[src/rtl/turn_score_ctrl_mp.sv]
// N-player turn, countdown and score controller for the memory game.
// Rotates turns, times each turn, tallies pairs and resolves the winner by a sequential scan.
module turn_score_ctrl_mp #(
  parameter int unsigned NUM_PLAYERS    = 2,
  parameter int unsigned TOTAL_PAIRS    = 8,
  parameter int unsigned TICKS_PER_TURN = 300,
  parameter int unsigned SCORE_W        = 4,
  localparam int unsigned PW = (NUM_PLAYERS > 2) ? $clog2(NUM_PLAYERS) : 1,
  localparam int unsigned TW = $clog2(TICKS_PER_TURN + 1)
) (
  input  logic                           clk,
  input  logic                           rst_n,
  input  logic                           start_game,
  input  logic                           tick_en,
  input  logic                           pause,
  input  logic                           pair_matched,
  input  logic                           pair_missed,
  output logic                           game_active,
  output logic [PW-1:0]                  current_player,
  output logic [TW-1:0]                  time_left,
  output logic                           timeout_o,
  output logic [NUM_PLAYERS*SCORE_W-1:0] scores_o,
  output logic                           game_over,
  output logic [PW-1:0]                  winner,
  output logic                           tie
);

  localparam int unsigned CW = $clog2(TOTAL_PAIRS + 1);
  localparam logic [PW-1:0]      LastPlayer = PW'(NUM_PLAYERS - 1);
  localparam logic [TW-1:0]      Reload     = TW'(TICKS_PER_TURN);
  localparam logic [CW-1:0]      PairsEnd   = CW'(TOTAL_PAIRS);
  localparam logic [SCORE_W-1:0] ScoreSat   = '1;

  typedef enum logic [1:0] {StIdle, StRun, StResolve, StOver} state_e;

  state_e               state_q, state_d;
  logic [PW-1:0]        cur_q, cur_d;
  logic [TW-1:0]        time_q, time_d;
  logic [CW-1:0]        total_q, total_d;
  logic [SCORE_W-1:0]   score_q [NUM_PLAYERS];
  logic [SCORE_W-1:0]   score_d [NUM_PLAYERS];
  logic                 timeout_q, timeout_d;
  logic [PW-1:0]        idx_q, idx_d;
  logic [SCORE_W-1:0]   best_q, best_d;
  logic [PW-1:0]        scan_win_q, scan_win_d;
  logic                 scan_tie_q, scan_tie_d;
  logic [PW-1:0]        winner_q, winner_d;
  logic                 tie_q, tie_d;
  logic                 active_q, over_q;

  logic [PW-1:0]        nxt_player;
  logic [SCORE_W-1:0]   scan_score;
  logic [SCORE_W-1:0]   new_best;
  logic [PW-1:0]        new_win;
  logic                 new_tie;

  assign nxt_player = (cur_q == LastPlayer) ? '0 : cur_q + PW'(1);
  assign scan_score = score_q[idx_q];

  // Running max over the scan; the first entry seeds it, later equal scores flag a tie.
  always_comb begin
    new_best = best_q;
    new_win  = scan_win_q;
    new_tie  = scan_tie_q;
    if (idx_q == '0) begin
      new_best = scan_score;
      new_win  = '0;
      new_tie  = 1'b0;
    end else if (scan_score > best_q) begin
      new_best = scan_score;
      new_win  = idx_q;
      new_tie  = 1'b0;
    end else if (scan_score == best_q) begin
      new_tie  = 1'b1;
    end
  end

  always_comb begin
    state_d    = state_q;
    cur_d      = cur_q;
    time_d     = time_q;
    total_d    = total_q;
    score_d    = score_q;
    timeout_d  = 1'b0;
    idx_d      = idx_q;
    best_d     = best_q;
    scan_win_d = scan_win_q;
    scan_tie_d = scan_tie_q;
    winner_d   = winner_q;
    tie_d      = tie_q;

    if (start_game) begin
      state_d    = StRun;
      cur_d      = '0;
      time_d     = Reload;
      total_d    = '0;
      for (int p = 0; p < NUM_PLAYERS; p++) score_d[p] = '0;
      idx_d      = '0;
      best_d     = '0;
      scan_win_d = '0;
      scan_tie_d = 1'b0;
      winner_d   = '0;
      tie_d      = 1'b0;
    end else begin
      unique case (state_q)
        StRun: begin
          if (pair_matched) begin
            if (score_q[cur_q] != ScoreSat) score_d[cur_q] = score_q[cur_q] + SCORE_W'(1);
            total_d = total_q + CW'(1);
            time_d  = Reload;
            if (total_d == PairsEnd) begin
              state_d = StResolve;
              idx_d   = '0;
            end
          end else if (pair_missed) begin
            cur_d  = nxt_player;
            time_d = Reload;
          end else if (tick_en && !pause) begin
            if (time_q == TW'(1)) begin
              timeout_d = 1'b1;
              cur_d     = nxt_player;
              time_d    = Reload;
            end else begin
              time_d = time_q - TW'(1);
            end
          end
        end
        StResolve: begin
          best_d     = new_best;
          scan_win_d = new_win;
          scan_tie_d = new_tie;
          if (idx_q == LastPlayer) begin
            state_d  = StOver;
            winner_d = new_win;
            tie_d    = new_tie;
          end else begin
            idx_d = idx_q + PW'(1);
          end
        end
        StIdle, StOver: ;
        default: state_d = StIdle;
      endcase
    end
  end

  always_ff @(posedge clk or negedge rst_n) begin
    if (!rst_n) begin
      state_q    <= StIdle;
      cur_q      <= '0;
      time_q     <= '0;
      total_q    <= '0;
      for (int p = 0; p < NUM_PLAYERS; p++) score_q[p] <= '0;
      timeout_q  <= 1'b0;
      idx_q      <= '0;
      best_q     <= '0;
      scan_win_q <= '0;
      scan_tie_q <= 1'b0;
      winner_q   <= '0;
      tie_q      <= 1'b0;
      active_q   <= 1'b0;
      over_q     <= 1'b0;
    end else begin
      state_q    <= state_d;
      cur_q      <= cur_d;
      time_q     <= time_d;
      total_q    <= total_d;
      score_q    <= score_d;
      timeout_q  <= timeout_d;
      idx_q      <= idx_d;
      best_q     <= best_d;
      scan_win_q <= scan_win_d;
      scan_tie_q <= scan_tie_d;
      winner_q   <= winner_d;
      tie_q      <= tie_d;
      active_q   <= (state_d == StRun);
      over_q     <= (state_d == StOver);
    end
  end

  always_comb begin
    scores_o = '0;
    for (int p = 0; p < NUM_PLAYERS; p++) scores_o[p*SCORE_W +: SCORE_W] = score_q[p];
  end

  assign game_active    = active_q;
  assign game_over      = over_q;
  assign current_player = cur_q;
  assign time_left      = time_q;
  assign timeout_o      = timeout_q;
  assign winner         = winner_q;
  assign tie            = tie_q;

endmodule

[config.mk]
export PLATFORM = sky130hd
export DESIGN_NAME = turn_score_ctrl_mp
export DESIGN_NICKNAME = d
export VERILOG_FILES = /design/src/rtl/turn_score_ctrl_mp.sv
export SDC_FILE = /design/constraint.sdc
export NUM_CORES = 1
export LEC_CHECK = 0
export ABC_AREA = 1
export CORE_MARGIN = 2
export CORE_UTILIZATION = 49
export CTS_BUF_LIST = sky130_fd_sc_hd__clkbuf_4
export DETAILED_ROUTE_END_ITERATION = 10
export GPL_TIMING_DRIVEN = 0
export PLACE_DENSITY_LB_ADDON = 0.1
export RECOVER_POWER = 25
export SLEW_MARGIN = 25
export SYNTH_ARGS = -nofsm -noshare
export SYNTH_HDL_FRONTEND = slang
export SYNTH_SLANG_ARGS = --single-unit
export TNS_END_PERCENT = 50
[constraint.sdc]
create_clock -name clk -period 2.25 [get_ports clk]
set_input_delay 0.3375 -clock clk [delete_from_list [all_inputs] [get_ports clk]]
set_output_delay 0.3375 -clock clk [all_outputs]
set_load 0.1 [all_outputs]
==> results of run 1 <==
==> sequential cells by signal, summed over array words and instances (netlist names), 2 cells and up <==
| name | count |
|---|---|
| best_q | 4 |
| scores_o | 8 |
| state_q | 2 |
| time_left | 9 |
| total_q | 4 |
==> where the power goes <==
part	total [mW]	internal [mW]	switching, mW
logic	1.47	0.381	1.08
registers	0.853	0.756	0.0970
clock network	0.362	0.144	0.218
==> routing by layer <==
layer	share of wire	global-route usage
met1	0.49	0.271
met2	0.46	0.332
met3	0.032	0.0581
met4	0.014	0.0741
met5	0	0
==> worst paths after layout <==
path / start / endpoint / slack [ns]
max: scores_o[2] / scores_o[2] / 0.07
min: best_q[2] / best_q[2] / 0.49
max reg2reg: idx_q / best_q[2] / 0.28
min reg2reg: best_q[2] / best_q[2] / 0.49
max in group asynchronous: rst_n / scores_o[1] / 0.58
min in group asynchronous: rst_n / timeout_o / 0.60
==> synth_stat cells <==
library cell and instances:
dfrtp_1 36, buf_6 2, nand4_1 5, clkbuf_1 1
or2_0 1, o21ai_2 1, a21oi_2 1, o21bai_1 1
nor3_1 2, o21ai_1 9, ha_1 11, nor2_2 3
o211ai_1 1, nand2_2 2, o31ai_1 1, xor2_1 1
nand3_1 17, a21oi_1 7, inv_2 2, or2_2 1
nand2_1 87, buf_4 1, xnor2_1 3, nor2_1 24
o21ai_0 15, or2_1 1, inv_1 44, a22o_1 1
nand3b_1 2
==> what timing repair did <==
| action | in CTS | in global routing |
|---|---|---|
| hold endpoints to repair | 15 | 0 |
| setup endpoints to repair | 13 | 11 |
| gates resized for setup | 10 | 14 |
| hold buffers | 1 | 0 |
==> layout by cell type (no fill, tap or decap), types with 2 or more instances in the layout <==
cell type,instances
nand4_1,5
nor2_1,24
ha_1,11
clkbuf_4,7
nor3_1,2
o21ai_0,12
nand3b_1,2
dlygate4sd2_1,9
nand2_2,4
nor2_2,3
nand3_1,17
dfrtp_1,32
xnor2_1,3
a21oi_1,6
buf_6,2
a21oi_2,2
inv_1,44
nand2_1,85
dlymetal6s2s_1,7
clkdlybuf4s50_1,12
inv_2,2
dfrtp_2,4
o21ai_1,12
==> stage by stage <==
step           instance area [um^2]  std cells  TNS [ns]  setup slack (ns)  utilization
3_5_place_dp                   2470        363  -0.00745          -0.00701        0.609
6_report                       2530        372         0            0.0722        0.624
4_1_cts                        2530        372         0           0.00326        0.623
5_1_grt                        2530        372         0           0.00579        0.624
3_3_place_gp                   2450        362     -1.09            -0.150        0.604
2_1_floorplan                  2100        283         0            0.0620            -
==> area by class of cell <==
type                            count  share of cell area
Multi-Input combinational cell    197               0.392
Sequential cell                    36               0.358
Timing Repair Buffer               31               0.121
Inverter                           46              0.0682
Tap cell                           50              0.0247
Clock buffer                        7              0.0208
Buffer                              4              0.0138
Clock inverter                      1             0.00148
==> cells by family after synthesis <==
logic type                 after synthesis  share of synthesized area
AOI/OAI and AO/OA                       37                     0.0975
adders and majority gates               11                     0.0658
and+or+nand+nor                        145                      0.291
xor gates and xnor gates                 4                     0.0167
buffers and inverters                   50                     0.0987
DFF                                     36                      0.431
==> results.md, run 1 <==
- Vias: 1,856
- WL/cell: 11.8 um
- Mapped Area: 2090 um^2
- Core area: 4060 um^2
- Layout cells sized above 1: 0.0901
- Mapped Cells: ~280
- Crit start category: register
- Vias/cell: 4.99
- Antenna cell count: 0
- Hold Crit Class: register to register
- RSZ-0062 raised after global routing: no
- Largest area contributor in the netlist: dfrtp_1
- Depth of the most critical reg-to-reg path: 12
- Setup CP Type: register to primary output
- Die width: 69.3 um
- Row cnt: 23
- Post-CTS Setup Inserts: 0
- Fmax: 459 MHz
- Min Tclk post-route: 2.18 ns
- Final Hold Fails: 0
- Gp weighted congestion: between 0.8 and 0.9
- Ranking of synthesized cells by area: dfrtp_1, nand2_1, inv_1
- CP peak stage delay: 1.12 ns
- Top-level port count: 30
- Max-slew violation count: 0
- Register bit total from synthesis: 36
- Worst rel slew slack: 0.349
- Pwr Density: 1060 nW/um^2
- Kind of cell adding the most delay to the critical path: buffers and inverters
- Warnings, synthesis: 0
- Max Fanout on Critical Path: 2
- GRT Residual Overflow: 0
- DIE AREA: 4810 um^2
- CP required: 1.91 ns
- First-pass GRT wire length: 8.06 mm
- Syn-to-layout area delta: 21.0%
- Worst Clk Skew: roughly 0.0084 ns
- CTS Root Cell: clkbuf_4
- CTS tree: built
- Net Count, Synth: ~300
- Reg clk slew, reported paths: ~0.11 ns
- Buf/Inv on CP: 1
- Crit path depth: 1
- Max-cap violations: 0
- CTS buffer count: 5
- VDD IR max: 0.000605 V
- Vias in the first global route: about 1,800
- Initial cell density of the core: 0.516
- IO buf count: 29
- WP data arrival: 1.84 ns
- Netlist cell types: 29
- Final hold slack: 0.489 ns
- Clock Tree Buf Depth: 2
- Syn avg cell area: 7.39 um^2
- Detail Route Antenna Nets: 0
- Multi-input logic area: slightly below 1000 um^2
- Initial DRT Pass Iterations: 4
- Final HPWL DP: 3.37 mm
- # setup viols final: 0
- Static leakage: 1.42 nW
- WHS Path Cells: 2
- Clock Latency Late Sink: 0.35 ns
- CP max-delay cell: clkdlybuf4s50_1
- Final net count: 339
- Status: finished, final reports clean
- Critical path cell sequence: clkdlybuf4s50_1
- Top-area cell type share of the netlist area: 0.431
- Critical path endpoint category: primary output
- Iteration-0 DRC Markers: 71
- DRC viols: 0
- Tot GR Track Use: 0.208
- Number of fill cells: slightly below 400
- Slew @ Worst Pin: about 1 ns
- Sequential cell area fraction in the yosys report: 0.431
- Htree depth: 2
- Period Utilization, post-route: 0.968
- Initial antenna violation count: 0
- Final WL: roughly 4.4 mm
- Pwr Total: 2.68 mW
- Largest net degree at the start of global routing: 22
- Reg area: 906 um^2
- Die span in y: around 69 um
- Clk sinks: 36
(Power assumes the default switching activity.)
==> run 2, diff against run 1 <==
- CORE_MARGIN: 2 -> not set
==> results.md, run 2 (synthesis gave the netlist of run 1 again) <==
- Detail Route Antenna Nets: 0
- Max-cap violations: 0
- Die width: 67.3 um
- Pwr Total: between 2 and 3 mW
- Clock Tree Buf Depth: 2
- Max-slew violation count: 0
- DRC viols: 0
- VDD IR max: 0.000599 V
- Fmax: about 460 MHz
- Gp weighted congestion: 0.815
- Most frequent cells in the layout: nand2_1, inv_1, dfrtp_1
- Depth of the most critical reg-to-reg path: 12
- Crit start category: register
- Final Hold Fails: 0
- # setup viols final: 0
- Layout cells sized above 1: 0.0960
- Cell Area, Placed: roughly 2500 um^2
- Fin Setup TNS: 0 ns
- Initial DRT Pass Iterations: 4
- Slew @ Worst Pin: 0.968 ns
- Top-level port count: 30
- DIE AREA: 4530 um^2
- Final WL: 4.13 mm
- Tot GR Track Use: 0.219
- Htree depth: 2
- Worst rel slew slack: 0.353
- First-pass GRT wire length: about 7.4 mm
- Pwr Density: 1050 nW/um^2
- Final net count: 340
- Syn-to-layout area delta: 20.9%
- CTS buffer count: 5
- Flop-to-flop setup slack: 0.24 ns
- IO buf count: 29
- Largest net degree at the start of global routing: 20
- Static leakage: 1.38 nW
- Crit path depth: 1
- Reg clk slew, reported paths: 0.12 ns
- Max Fanout on Critical Path: 2
- Commonest non-fill, non-tap cell in the layout: nand2_1
- Vias in the first global route: about 1,700
- Clk sinks: 36
- Period Utilization, post-route: 0.970
- Min Tclk post-route: 2.18 ns
- CP max-delay cell: clkdlybuf4s50_1
- Clock Latency Late Sink: ~0.35 ns
- CTS tree: built
- Status: finished, final reports clean
- Kind of cell adding the most delay to the critical path: buffers and inverters
- RSZ-0062 raised after global routing: no
- CP peak stage delay: 1.12 ns
- Iteration-0 DRC Markers: 125
- Antenna cell count: 0
- Final HPWL DP: around 3.1 mm
- Initial cell density of the core: 0.516
- Row cnt: 23
- WP data arrival: approximately 1.8 ns
- Vias/cell: 4.92
- Worst Clk Skew: 0.0182 ns
- Hold Crit Class: register to register
- CTS Root Cell: clkbuf_4
- Core area: 4060 um^2
- Initial antenna violation count: 0
- Critical path endpoint category: primary output
- Number of flip-flops under the largest register name: 9
- Final Cell Area: 2530 um^2
- CP required: 1.91 ns
- Buf/Inv on CP: 1
- Critical path cell sequence: clkdlybuf4s50_1
- WL/cell: approximately 11 um
- Die span in y: 67.3 um
- WHS Path Cells: 2
- Setup CP Type: register to primary output
- Vias: 1,836
- GRT Residual Overflow: 0
-- run 2: cell count changes in the layout (fill, tap and decap cells not counted) --
cell / delta
clkinv_1: -1
buf_4: +1
dlymetal6s2s_1: -4
o21ai_1: -3
clkbuf_4: +1
clkinv_2: +1
clkdlybuf4s50_1: +2
o21ai_0: +3
dlygate4sd2_1: +2
buf_2: -1
-- run 2: where the power goes --
part	total (mW)	switching (mW)	internal [mW]
sequential	0.851	0.0950	0.756
combinational	1.45	1.08	0.373
clock	0.361	0.215	0.146
total	2.67	1.39	1.27
-- run 2: cell type report --
type	count	area, um^2
buffer	4	37.5
timing repair buffer	32	300
multi-input combinational	197	993
sequential	36	906
fill	381	1530
tap	50	62.6
clock inverter	1	5.00
inverter	46	173
clock buffer	7	52.6
-- run 2: through the flow --
step                      utilization  hold slack, ns  setup WS (ns)  cells
final                           0.623           0.483         0.0680    373
after global routing            0.623           0.527        0.00922    373
after CTS                       0.623           0.461        0.00441    372
after detailed placement        0.609           0.310         0.0191    363
after global placement          0.604           0.456         -0.157    362
after floorplan                     -          0.0419         0.0620    283
-- run 2: path summary, 6_finish.rpt --
path,start,to
max,scores_o[1],scores_o[1]
min,scan_tie_q,scan_tie_q
max reg2reg,idx_q,best_q[0]
min reg2reg,scan_tie_q,scan_tie_q
max in group asynchronous,rst_n,state_q[1]
min in group asynchronous,rst_n,scores_o[2]
-- run 2: per-layer routing --
metal  share of wire  vias to the layer above  track usage
li1                -                      975            -
met1            0.49                      817        0.283
met2            0.45                       40        0.349
met3           0.047                        4       0.0574
met4           0.011                        0       0.0798
met5               0                        -            0
-- run 2: tightest hold or removal path: cells and delay by family (launching register included) --
family        cells  cell delay, ns
flops             1            0.35
simple gates      2            0.10
-- run 2: what timing repair did --
| action | 4_1_cts | 5_1_grt |
|---|---|---|
| resized for setup | 12 | 8 |
| hold buffers | 1 | 0 |
| endpoints found under the setup margin | 15 | 7 |
| hold endpoints to repair | 17 | 0 |
| setup buffers | 0 | 1 |
